==> src/rtl/seq_det_pkg.sv <==
// Shared types and defaults for the frame scheduler and its serial pattern detector.
package seq_det_pkg;

  typedef enum logic [1:0] {
    ST_IDLE  = 2'd0,
    ST_SHIFT = 2'd1,
    ST_DRAIN = 2'd2,
    ST_DONE  = 2'd3
  } state_t;

  localparam int         DEF_PAT_W   = 3;
  localparam logic [2:0] DEF_PATTERN = 3'b101;

  // Width able to hold the largest possible non-overlapping match count in one frame.
  function automatic int cnt_width(input int frame_len, input int pat_w);
    return $clog2(frame_len / pat_w + 1);
  endfunction

endpackage

==> src/rtl/nonoverlap_pat_det.sv <==
// Serial non-overlapping pattern detector; match pulse is registered one cycle after the completing bit.
module nonoverlap_pat_det
  import seq_det_pkg::*;
#(
  parameter int               PAT_W   = DEF_PAT_W,
  parameter logic [PAT_W-1:0] PATTERN = DEF_PATTERN
) (
  input  logic clk,
  input  logic rst,
  input  logic clr,
  input  logic en,
  input  logic serin,
  output logic det_out
);

  localparam int FILL_W = $clog2(PAT_W + 1);

  logic [PAT_W-1:0]  hist_q, hist_d;
  logic [FILL_W-1:0] fill_q, fill_d;
  logic              det_q, det_d;

  always_comb begin
    hist_d = hist_q;
    fill_d = fill_q;
    det_d  = 1'b0;
    if (clr) begin
      hist_d = '0;
      fill_d = '0;
    end else if (en) begin
      hist_d = {hist_q[PAT_W-2:0], serin};
      fill_d = (fill_q == FILL_W'(PAT_W)) ? fill_q : fill_q + 1'b1;
      // Emptying the fill count after a hit stops the next match reusing these bits.
      if (fill_d == FILL_W'(PAT_W) && hist_d == PATTERN) begin
        det_d  = 1'b1;
        fill_d = '0;
      end
    end
  end

  always_ff @(posedge clk) begin
    if (rst) begin
      hist_q <= '0;
      fill_q <= '0;
      det_q  <= 1'b0;
    end else begin
      hist_q <= hist_d;
      fill_q <= fill_d;
      det_q  <= det_d;
    end
  end

  assign det_out = det_q;

endmodule

==> src/rtl/seq_det_frame_scheduler.sv <==
// Round-robin scheduler feeding one channel's latched frame at a time, MSB-first, into a shared detector.
// state | meaning
// IDLE  | waiting for any request; arbitrates and latches the winner's frame
// SHIFT | presenting FRAME_LEN frame bits to the detector
// DRAIN | catching the detector pulse from the final bit
// DONE  | result presented on done/done_ch/match_cnt
module seq_det_frame_scheduler
  import seq_det_pkg::*;
#(
  parameter int               NCH       = 4,
  parameter int               FRAME_LEN = 8,
  parameter int               PAT_W     = DEF_PAT_W,
  parameter logic [PAT_W-1:0] PATTERN   = DEF_PATTERN,
  localparam int              CH_W      = $clog2(NCH),
  localparam int              CNT_W     = cnt_width(FRAME_LEN, PAT_W)
) (
  input  logic                     clk,
  input  logic                     rst,
  input  logic [NCH-1:0]           req,
  input  logic [NCH*FRAME_LEN-1:0] frame_in,
  output logic [NCH-1:0]           ack,
  output logic                     busy,
  output logic [CH_W-1:0]          gnt_ch,
  output logic                     ser_out,
  output logic                     det_out,
  output logic                     done,
  output logic [CH_W-1:0]          done_ch,
  output logic [CNT_W-1:0]         match_cnt
);

  localparam int BC_W = $clog2(FRAME_LEN);

  state_t                 state_q, state_d;
  logic [FRAME_LEN-1:0]   sr_q, sr_d;
  logic [BC_W-1:0]        bit_cnt_q, bit_cnt_d;
  logic [CNT_W-1:0]       run_q, run_d;
  logic [CH_W-1:0]        last_q, last_d;
  logic [CH_W-1:0]        gnt_q, gnt_d;
  logic [NCH-1:0]         ack_q, ack_d;
  logic                   done_q, done_d;
  logic [CH_W-1:0]        done_ch_q, done_ch_d;
  logic [CNT_W-1:0]       match_q, match_d;
  logic                   det_clr, det_en;
  logic [CH_W-1:0]        winner;

  // First set request strictly after prev_ch, wrapping; only meaningful when any request is set.
  function automatic logic [CH_W-1:0] rr_pick(input logic [NCH-1:0] reqs,
                                              input logic [CH_W-1:0] prev_ch);
    logic [CH_W-1:0] pick;
    logic            found;
    int              idx;
    pick  = '0;
    found = 1'b0;
    for (int i = 1; i <= NCH; i++) begin
      idx = (int'(prev_ch) + i) % NCH;
      if (reqs[idx] && !found) begin
        pick  = CH_W'(idx);
        found = 1'b1;
      end
    end
    return pick;
  endfunction

  assign winner = rr_pick(req, last_q);

  always_comb begin
    state_d   = state_q;
    sr_d      = sr_q;
    bit_cnt_d = bit_cnt_q;
    run_d     = run_q;
    last_d    = last_q;
    gnt_d     = gnt_q;
    ack_d     = '0;
    done_d    = 1'b0;
    done_ch_d = done_ch_q;
    match_d   = match_q;
    det_clr   = 1'b0;
    det_en    = 1'b0;

    if (det_out && (state_q == ST_SHIFT || state_q == ST_DRAIN) && run_q != '1)
      run_d = run_q + 1'b1;

    case (state_q)
      ST_IDLE: begin
        if (|req) begin
          state_d   = ST_SHIFT;
          sr_d      = frame_in[winner*FRAME_LEN +: FRAME_LEN];
          gnt_d     = winner;
          last_d    = winner;
          ack_d     = NCH'(1) << winner;
          bit_cnt_d = '0;
          run_d     = '0;
          det_clr   = 1'b1;
        end
      end
      ST_SHIFT: begin
        det_en    = 1'b1;
        sr_d      = {sr_q[FRAME_LEN-2:0], 1'b0};
        bit_cnt_d = bit_cnt_q + 1'b1;
        if (bit_cnt_q == BC_W'(FRAME_LEN - 1))
          state_d = ST_DRAIN;
      end
      ST_DRAIN: begin
        state_d   = ST_DONE;
        done_d    = 1'b1;
        done_ch_d = gnt_q;
        match_d   = run_d;
      end
      ST_DONE: state_d = ST_IDLE;
      default: state_d = ST_IDLE;
    endcase
  end

  always_ff @(posedge clk) begin
    if (rst) begin
      state_q   <= ST_IDLE;
      sr_q      <= '0;
      bit_cnt_q <= '0;
      run_q     <= '0;
      last_q    <= CH_W'(NCH - 1);
      gnt_q     <= '0;
      ack_q     <= '0;
      done_q    <= 1'b0;
      done_ch_q <= '0;
      match_q   <= '0;
    end else begin
      state_q   <= state_d;
      sr_q      <= sr_d;
      bit_cnt_q <= bit_cnt_d;
      run_q     <= run_d;
      last_q    <= last_d;
      gnt_q     <= gnt_d;
      ack_q     <= ack_d;
      done_q    <= done_d;
      done_ch_q <= done_ch_d;
      match_q   <= match_d;
    end
  end

  nonoverlap_pat_det #(
    .PAT_W   (PAT_W),
    .PATTERN (PATTERN)
  ) u_det (
    .clk     (clk),
    .rst     (rst),
    .clr     (det_clr),
    .en      (det_en),
    .serin   (ser_out),
    .det_out (det_out)
  );

  assign ack       = ack_q;
  assign busy      = (state_q != ST_IDLE);
  assign gnt_ch    = gnt_q;
  assign ser_out   = (state_q == ST_SHIFT) & sr_q[FRAME_LEN-1];
  assign done      = done_q;
  assign done_ch   = done_ch_q;
  assign match_cnt = match_q;

endmodule
==> config.mk <==
export PLATFORM = sky130hd
export DESIGN_NAME = seq_det_frame_scheduler
export DESIGN_NICKNAME = d
export VERILOG_FILES = /design/src/rtl/seq_det_pkg.sv /design/src/rtl/nonoverlap_pat_det.sv /design/src/rtl/seq_det_frame_scheduler.sv
export SDC_FILE = /design/constraint.sdc
export NUM_CORES = 1
export LEC_CHECK = 0
export ABC_AREA = 1
export CAP_MARGIN = 20
export CORE_MARGIN = 2
export CORE_UTILIZATION = 48
export DETAILED_ROUTE_END_ITERATION = 7
export GPL_TIMING_DRIVEN = 0
export PLACE_DENSITY = 0.8
export SYNTH_ARGS = -nofsm -noshare
export SYNTH_HDL_FRONTEND = slang
export SYNTH_SLANG_ARGS = --single-unit
==> constraint.sdc <==
create_clock -name clk -period 2.05 [get_ports clk]
set_clock_uncertainty 0.05 [all_clocks]
set_input_delay 0.3075 -clock clk [delete_from_list [all_inputs] [get_ports clk]]
set_output_delay 0.3075 -clock clk [all_outputs]
set_load 0.1 [all_outputs]
**Yosys cells after proc, flatten, opt, wreduce, memory -nomap -nowiden**

Cells that the tools add are included.

- Add/subtract/negate cells: 7
- $lt $le $gt $ge: 4
- Equal/unequal tests: 10
- Shifts and indexed selects: 2
- Multiplexer cells: 36
- Bitwise gates (word level): 8
- Reduce and logical (&&, ||, !) cells: 24

Operators by type and width:

| operator | number |
|---|---|
| variable part select 32 x 6 -> 8 bit | 1 |
| two-way mux 2 bit | 11 |
| < comparator 3 x 4 -> 1 bit, second input constant | 4 |
| two-way mux 1 bit | 16 |
| one-hot mux 8 bit (2 select lines) | 1 |
| OR reduction 2 bit | 5 |
| adder 2 x 1 -> 2 bit, second input constant | 4 |
| binary-select mux 1 bit (select 2 bit) | 4 |
| equality test 2 bit, second input constant | 4 |
| two-way mux 8 bit | 1 |
| one-hot mux 2 bit (4 select lines) | 1 |
| equality test 3 bit, second input constant | 2 |
| logical AND 1 bit | 6 |
| one-hot mux 3 bit (2 select lines) | 1 |
| AND reduction 2 bit | 3 |
| OR reduction 3 bit | 2 |
| adder 2 bit, second input constant | 2 |
| AND 1 bit, first input constant | 4 |
| != test 2 bit, second input constant | 2 |
| nonzero test 2 bit | 2 |
| OR reduction 4 bit | 1 |
| left shift 1 x 2 -> 4 bit, first input constant | 1 |
| adder 3 x 1 -> 3 bit, second input constant | 1 |
| zero test 1 bit | 3 |
| other kinds (7) | 9 |

- Bits in registers: 33
- Input bits: 38
- Output and inout bits: 14
- Word-level logic and storage cells: 104

**Longest topological paths before layout**

- Depth after elaboration: 19
- Gate-level depth with buffers: 14
- Mapped depth without buffers: 13

**By module**

From an unflattened synthesis, not the netlist that was laid out.

- Cell total of the unflattened synthesis: 315
- Area total of the unflattened synthesis: 2270.9 um^2

By module, submodules not included:

| module | times used | cells an instance | area an instance (um^2) | sequential area each (um^2) |
|---|---|---|---|---|
| seq_det_frame_scheduler | 1 | 290 | 2067.0 | 560.5 |
| nonoverlap_pat_det | 1 | 25 | 203.9 | 100.1 |

**Least setup slack after synthesis**

OpenSTA, ideal clock, no wires.

- Path type: register to register
- Start point: register state_q[0]
- End point: register sr_q[7]
- Setup time: 0.132 ns
- Arrival time: 2.015 ns
- Data required time: 1.868 ns
- Setup slack: -0.148 ns
- Stages on the path, launching flop included: 11
- Path buffers: 0
- Clock period less this slack: 2.198 ns
- Cells stage by stage: dfxtp_1 inv_1 ha_1 inv_1 or2_2 o21ai_1 inv_1 nand2_1 o21ai_0 inv_1 a21oi_1

- Cells in the longest elaborated chain, start to end: 3

RTL lines:

| item | line | source |
|---|---|---|
| start, declared | seq_det_frame_scheduler.sv:33 | `state_t state_q, state_d;` |
| start signal, assigned | seq_det_frame_scheduler.sv:127 | `state_q <= state_d;` |
| equality test 2 x 1 -> 1 bit / zero test 2 bit (equally long branches) | seq_det_frame_scheduler.sv:83 | `case (state_q)` |
| nonzero test 2 bit (no source line) / != test 2 bit (equally long branches) | n/a |  |
| AND reduction 2 bit (no source line) | n/a |  |
| end signal, assigned | seq_det_frame_scheduler.sv:128 | `sr_q <= sr_d;` |
| end, declared | seq_det_frame_scheduler.sv:34 | `logic [FRAME_LEN-1:0] sr_q, sr_d;` |

Parallel ways exist; a longest one is shown, timed or not.
A chain may end at the register's enable or synchronous reset.

**Worst setup path after layout**

- Start point: register last_q[0]
- End point: register sr_q[1]

- Cells in the longest elaborated chain, start to end: 17

RTL lines:

| item | line | source |
|---|---|---|
| start, declared | seq_det_frame_scheduler.sv:37 | `logic [CH_W-1:0] last_q, last_d;` |
| start signal, assigned | seq_det_frame_scheduler.sv:120 | `last_q <= CH_W'(NCH - 1);` |
| start signal, assigned | seq_det_frame_scheduler.sv:131 | `last_q <= last_d;` |
| adder 2 x 1 -> 2 bit | seq_det_frame_scheduler.sv:55 | `idx = (int'(prev_ch) + i) % NCH;` |
| binary-select mux 1 bit (select 2 bit) | seq_det_frame_scheduler.sv:56 | `if (reqs[idx] && !found) begin` |
| two-way mux 1 bit (implied by the code) (2 in a row) | seq_det_frame_scheduler.sv:56 |  |
| two-way mux 1 bit | seq_det_frame_scheduler.sv:56 |  |
| zero test 1 bit | seq_det_frame_scheduler.sv:56 |  |
| logical AND 1 bit | seq_det_frame_scheduler.sv:56 |  |
| two-way mux 1 bit | seq_det_frame_scheduler.sv:56 |  |
| zero test 1 bit | seq_det_frame_scheduler.sv:56 |  |
| logical AND 1 bit | seq_det_frame_scheduler.sv:56 |  |
| two-way mux 1 bit | seq_det_frame_scheduler.sv:56 |  |
| zero test 1 bit | seq_det_frame_scheduler.sv:56 |  |
| logical AND 1 bit | seq_det_frame_scheduler.sv:56 |  |
| two-way mux 2 bit (*) | seq_det_frame_scheduler.sv:56 |  |
| variable part select 32 x 6 -> 8 bit (*) | seq_det_frame_scheduler.sv:87 | `sr_d = frame_in[winner*FRAME_LEN +: FRAME_LEN];` |
| two-way mux 8 bit (*) | seq_det_frame_scheduler.sv:85 | `if (\|req) begin` |
| one-hot mux 8 bit (2 select lines) (*) | seq_det_frame_scheduler.sv:83 |  |

Mark *: on every way between the ends. The rest lies on a longest branch, timed or not. The select of a mux whose other input is x is not followed.

==> impl_metrics.env <==
export IMPL_clockBufferDepth=2
export IMPL_cp_cell_sequence="buf_6 -> nand2_1 -> nand2_1 -> nand2_2 -> nand2_2 -> nor2_4 -> nand2_2 -> nor2_4 -> inv_1 -> nand2_4 -> nand3_1 -> nand3_1 -> a21oi_1"
export IMPL_ant_nets=0
export IMPL_cpPeakStageDelay_ns=0.34
export IMPL_syn_area_um2=1848
export IMPL_synthFlopType="dfxtp_1"
export IMPL_clk_insertion_delay_late_ns=0.28
export IMPL_cp_top_family="simple AND/OR/NAND/NOR gates"
export IMPL_place_congestion=0.8419
export IMPL_ys_types=34
export IMPL_grt_usage=0.2044
export IMPL_drtPass1Iterations=4
export IMPL_drv_cap=0
export IMPL_drive_gt1_frac=0.1317
export IMPL_synth_seq_cells=33
export IMPL_cts_sinks=33
export IMPL_instances_no_fill=382
export IMPL_die_x_um=66.05
export IMPL_cts_root_buf="clkbuf_8"
export IMPL_syn_num_nets=314
export IMPL_peakVddDrop_v=0.0008465
export IMPL_grt_overflow=0
export IMPL_fill_cells=328
export IMPL_final_setup_viol_count=0
export IMPL_fin_crit_sh=0.9448
export IMPL_async_reset_ff_frac=0
export IMPL_core_area_um2=3689
export IMPL_dpl_hpwl_mm=3.197
export IMPL_worst_path_most_repeated_cell="nand2_2"
export IMPL_largest_reg_flops=8
export IMPL_synth_top_area_share=0.3575
export IMPL_fin_area_um2=2648
export IMPL_yosys_top_cells_area="dfxtp_1 36%, nand3_1 14%, nand2_1 13%"
export IMPL_reg2reg_setup_slack_ns=0.11
export IMPL_holdPathStages=2
export IMPL_run_status="finished clean"
export IMPL_worstMarginPinSlew_ns=0.9546
export IMPL_cts_made_buffers=5
export IMPL_path_class="flop to flop"
export IMPL_hold_slack_ns=0.4178
export IMPL_grt_pass1_wl_mm=7.038
export IMPL_cts_tree="built"
export IMPL_first_iter_violations=89
export IMPL_path_buf_inv=2
export IMPL_period_needed_ns=1.937
export IMPL_hold_buffers=0
export IMPL_max_freq_mhz=516.3
export IMPL_die_h_um=66.05
export IMPL_synth_top_area_cell="dfxtp_1"
export IMPL_r2r_cells=13
export IMPL_relSlewSlack=0.3661
export IMPL_fin_util=0.7178
export IMPL_grt_max_degree=11
export IMPL_placedCellCount=369
export IMPL_largest_register="sr_q"
export IMPL_clkSlewWorstSetupHoldPaths_ns=0.07
export IMPL_critPathSlowestCell="dfxtp_2"
export IMPL_rows=22
export IMPL_synth_edf_count=0
export IMPL_diodes=0
export IMPL_htreeDepth=2
export IMPL_placed_area_um2=2431
export IMPL_p_leak_nw=1.236
export IMPL_synth_warnings=0
export IMPL_nets=377
export IMPL_required_ns=2.15
export IMPL_finalHoldViolations=0
export IMPL_hp_class="flop to flop"
export IMPL_drv_slew=0
export IMPL_vias=1954
export IMPL_drc=0
export IMPL_powerDensity_nw_per_um2=1694
export IMPL_initial_core_util=0.5010
export IMPL_viasPerCell=5.115
export IMPL_area_growth_pct=43.26
export IMPL_syn_inst=270
export IMPL_avgSynthCellArea_um2=6.845
export IMPL_yosysSeqAreaShare=0.3575
export IMPL_cp_start_kind="flop"
export IMPL_die_area_um2=4363
export IMPL_worst_path_stages=13
export IMPL_crit_fanout=10
export IMPL_arrival_ns=2.03
export IMPL_ios=52
export IMPL_antenna_found_initial=0
export IMPL_port_buffers=51
export IMPL_routed_wl_mm=4.335
export IMPL_endpoint_kind="flop"
export IMPL_wl_per_cell_um=11.35
export IMPL_first_global_vias=1696
[cell usage after synthesis, types with 2 or more instances]
master    number
nand2_2        4
dfxtp_1       33
nor2_1        18
nand2_1       63
a21oi_1       17
a211oi_1       2
inv_2          2
nand4_1        2
nand3_1       50
ha_1           6
nor3_1         3
nand2_4        2
inv_1         35
o22ai_1        5
o21ai_0        8
clkbuf_1       2
[final timing paths]
kind                                    from           end
worst min-delay path            bit_cnt_q[1]  bit_cnt_q[1]
worst max-delay path               last_q[0]       sr_q[1]
worst min register to register  bit_cnt_q[1]  bit_cnt_q[1]
worst max register to register     last_q[0]       sr_q[1]
[stage by stage]
stage / total power, W / TNS, ns / setup WS, ns
3_3_place_gp: 0.003605 / -4.331 / -0.4995
5_1_grt: 0.004801 / -0.02019 / -0.01552
2_1_floorplan: 0.003058 / -0.1906 / -0.09140
6_report: 0.004484 / 0 / 0.1131
4_1_cts: 0.004233 / 0 / 0.03214
3_5_place_dp: 0.003645 / -5.100 / -0.5313
[final cells by class]
| cell class | count | area [um^2] | share of cell area |
|---|---|---|---|
| clock inverters | 1 | 30.03 | 0.01134 |
| repair buffers | 56 | 548.0 | 0.2070 |
| inverters | 37 | 142.6 | 0.05388 |
| multi-input cells | 195 | 1067 | 0.4031 |
| well taps | 48 | 60.06 | 0.02268 |
| clock buffers | 7 | 86.33 | 0.03261 |
| plain buffers | 5 | 47.55 | 0.01796 |
| flip-flops and latches | 33 | 665.6 | 0.2514 |
[cells by family after synthesis]
logic type,synth area share
AO/OA/AOI/OAI,0.1219
XOR/XNOR,0.004740
adder cells (fa/ha/maj),0.04062
buffers and inverters,0.1009
flip-flops,0.3575
multiplexers,0.005417
AND/OR/NAND/NOR,0.3690
[report_power, final]
part	internal (W)	switching, W
registers	0.000818	0.0000866
logic	0.000975	0.00199
clock network	0.000396	0.000220
total	0.00219	0.00229
[layout by cell type, fill, tap and decap left out, types with 2 or more instances in the layout]
master	count
a21oi_4	2
nand2_4	3
buf_6	2
nand4_1	2
clkdlybuf4s50_1	33
a211oi_1	2
dfxtp_1	31
nor3_1	3
nand2_1	60
a21oi_1	17
nand3_1	49
o21ai_2	2
o22ai_1	5
nor2_4	2
clkbuf_1	2
dlygate4sd2_1	12
clkbuf_8	7
inv_1	34
nor2_1	16
nand2_2	6
buf_4	5
o21ai_0	8
ha_1	5
dlymetal6s2s_1	4
inv_2	2
[timing repair]
item | CTS | global route
cloned | 0 | 1
buffers inserted | 0 | 5
gates resized for setup | 24 | 18
pin swaps | 0 | 5
setup endpoints to repair | 17 | 19
[per-layer routing]
| metal | global-route usage | up-vias | part of all wire |
|---|---|---|---|
| li1 | - | 1020 | - |
| met1 | 0.2688 | 882 | 0.46 |
| met2 | 0.3396 | 48 | 0.49 |
| met3 | 0.04600 | 4 | 0.046 |
| met4 | 0.05102 | 0 | 0.0078 |
| met5 | 0 | - | 0 |
[worst register-to-register path, cell delays in order, from the launching register on]
cell and delay [ns]:
dfxtp_2 0.34, buf_6 0.14, nand2_1 0.06, nand2_1 0.10, nand2_2 0.12, nand2_2 0.08, nor2_4 0.17, nand2_2 0.12
nor2_4 0.18, inv_1 0.10, nand2_4 0.11, nand3_1 0.09, nand3_1 0.10, a21oi_1 0.07
No activity file was read; power rests on OpenSTA's default activity.
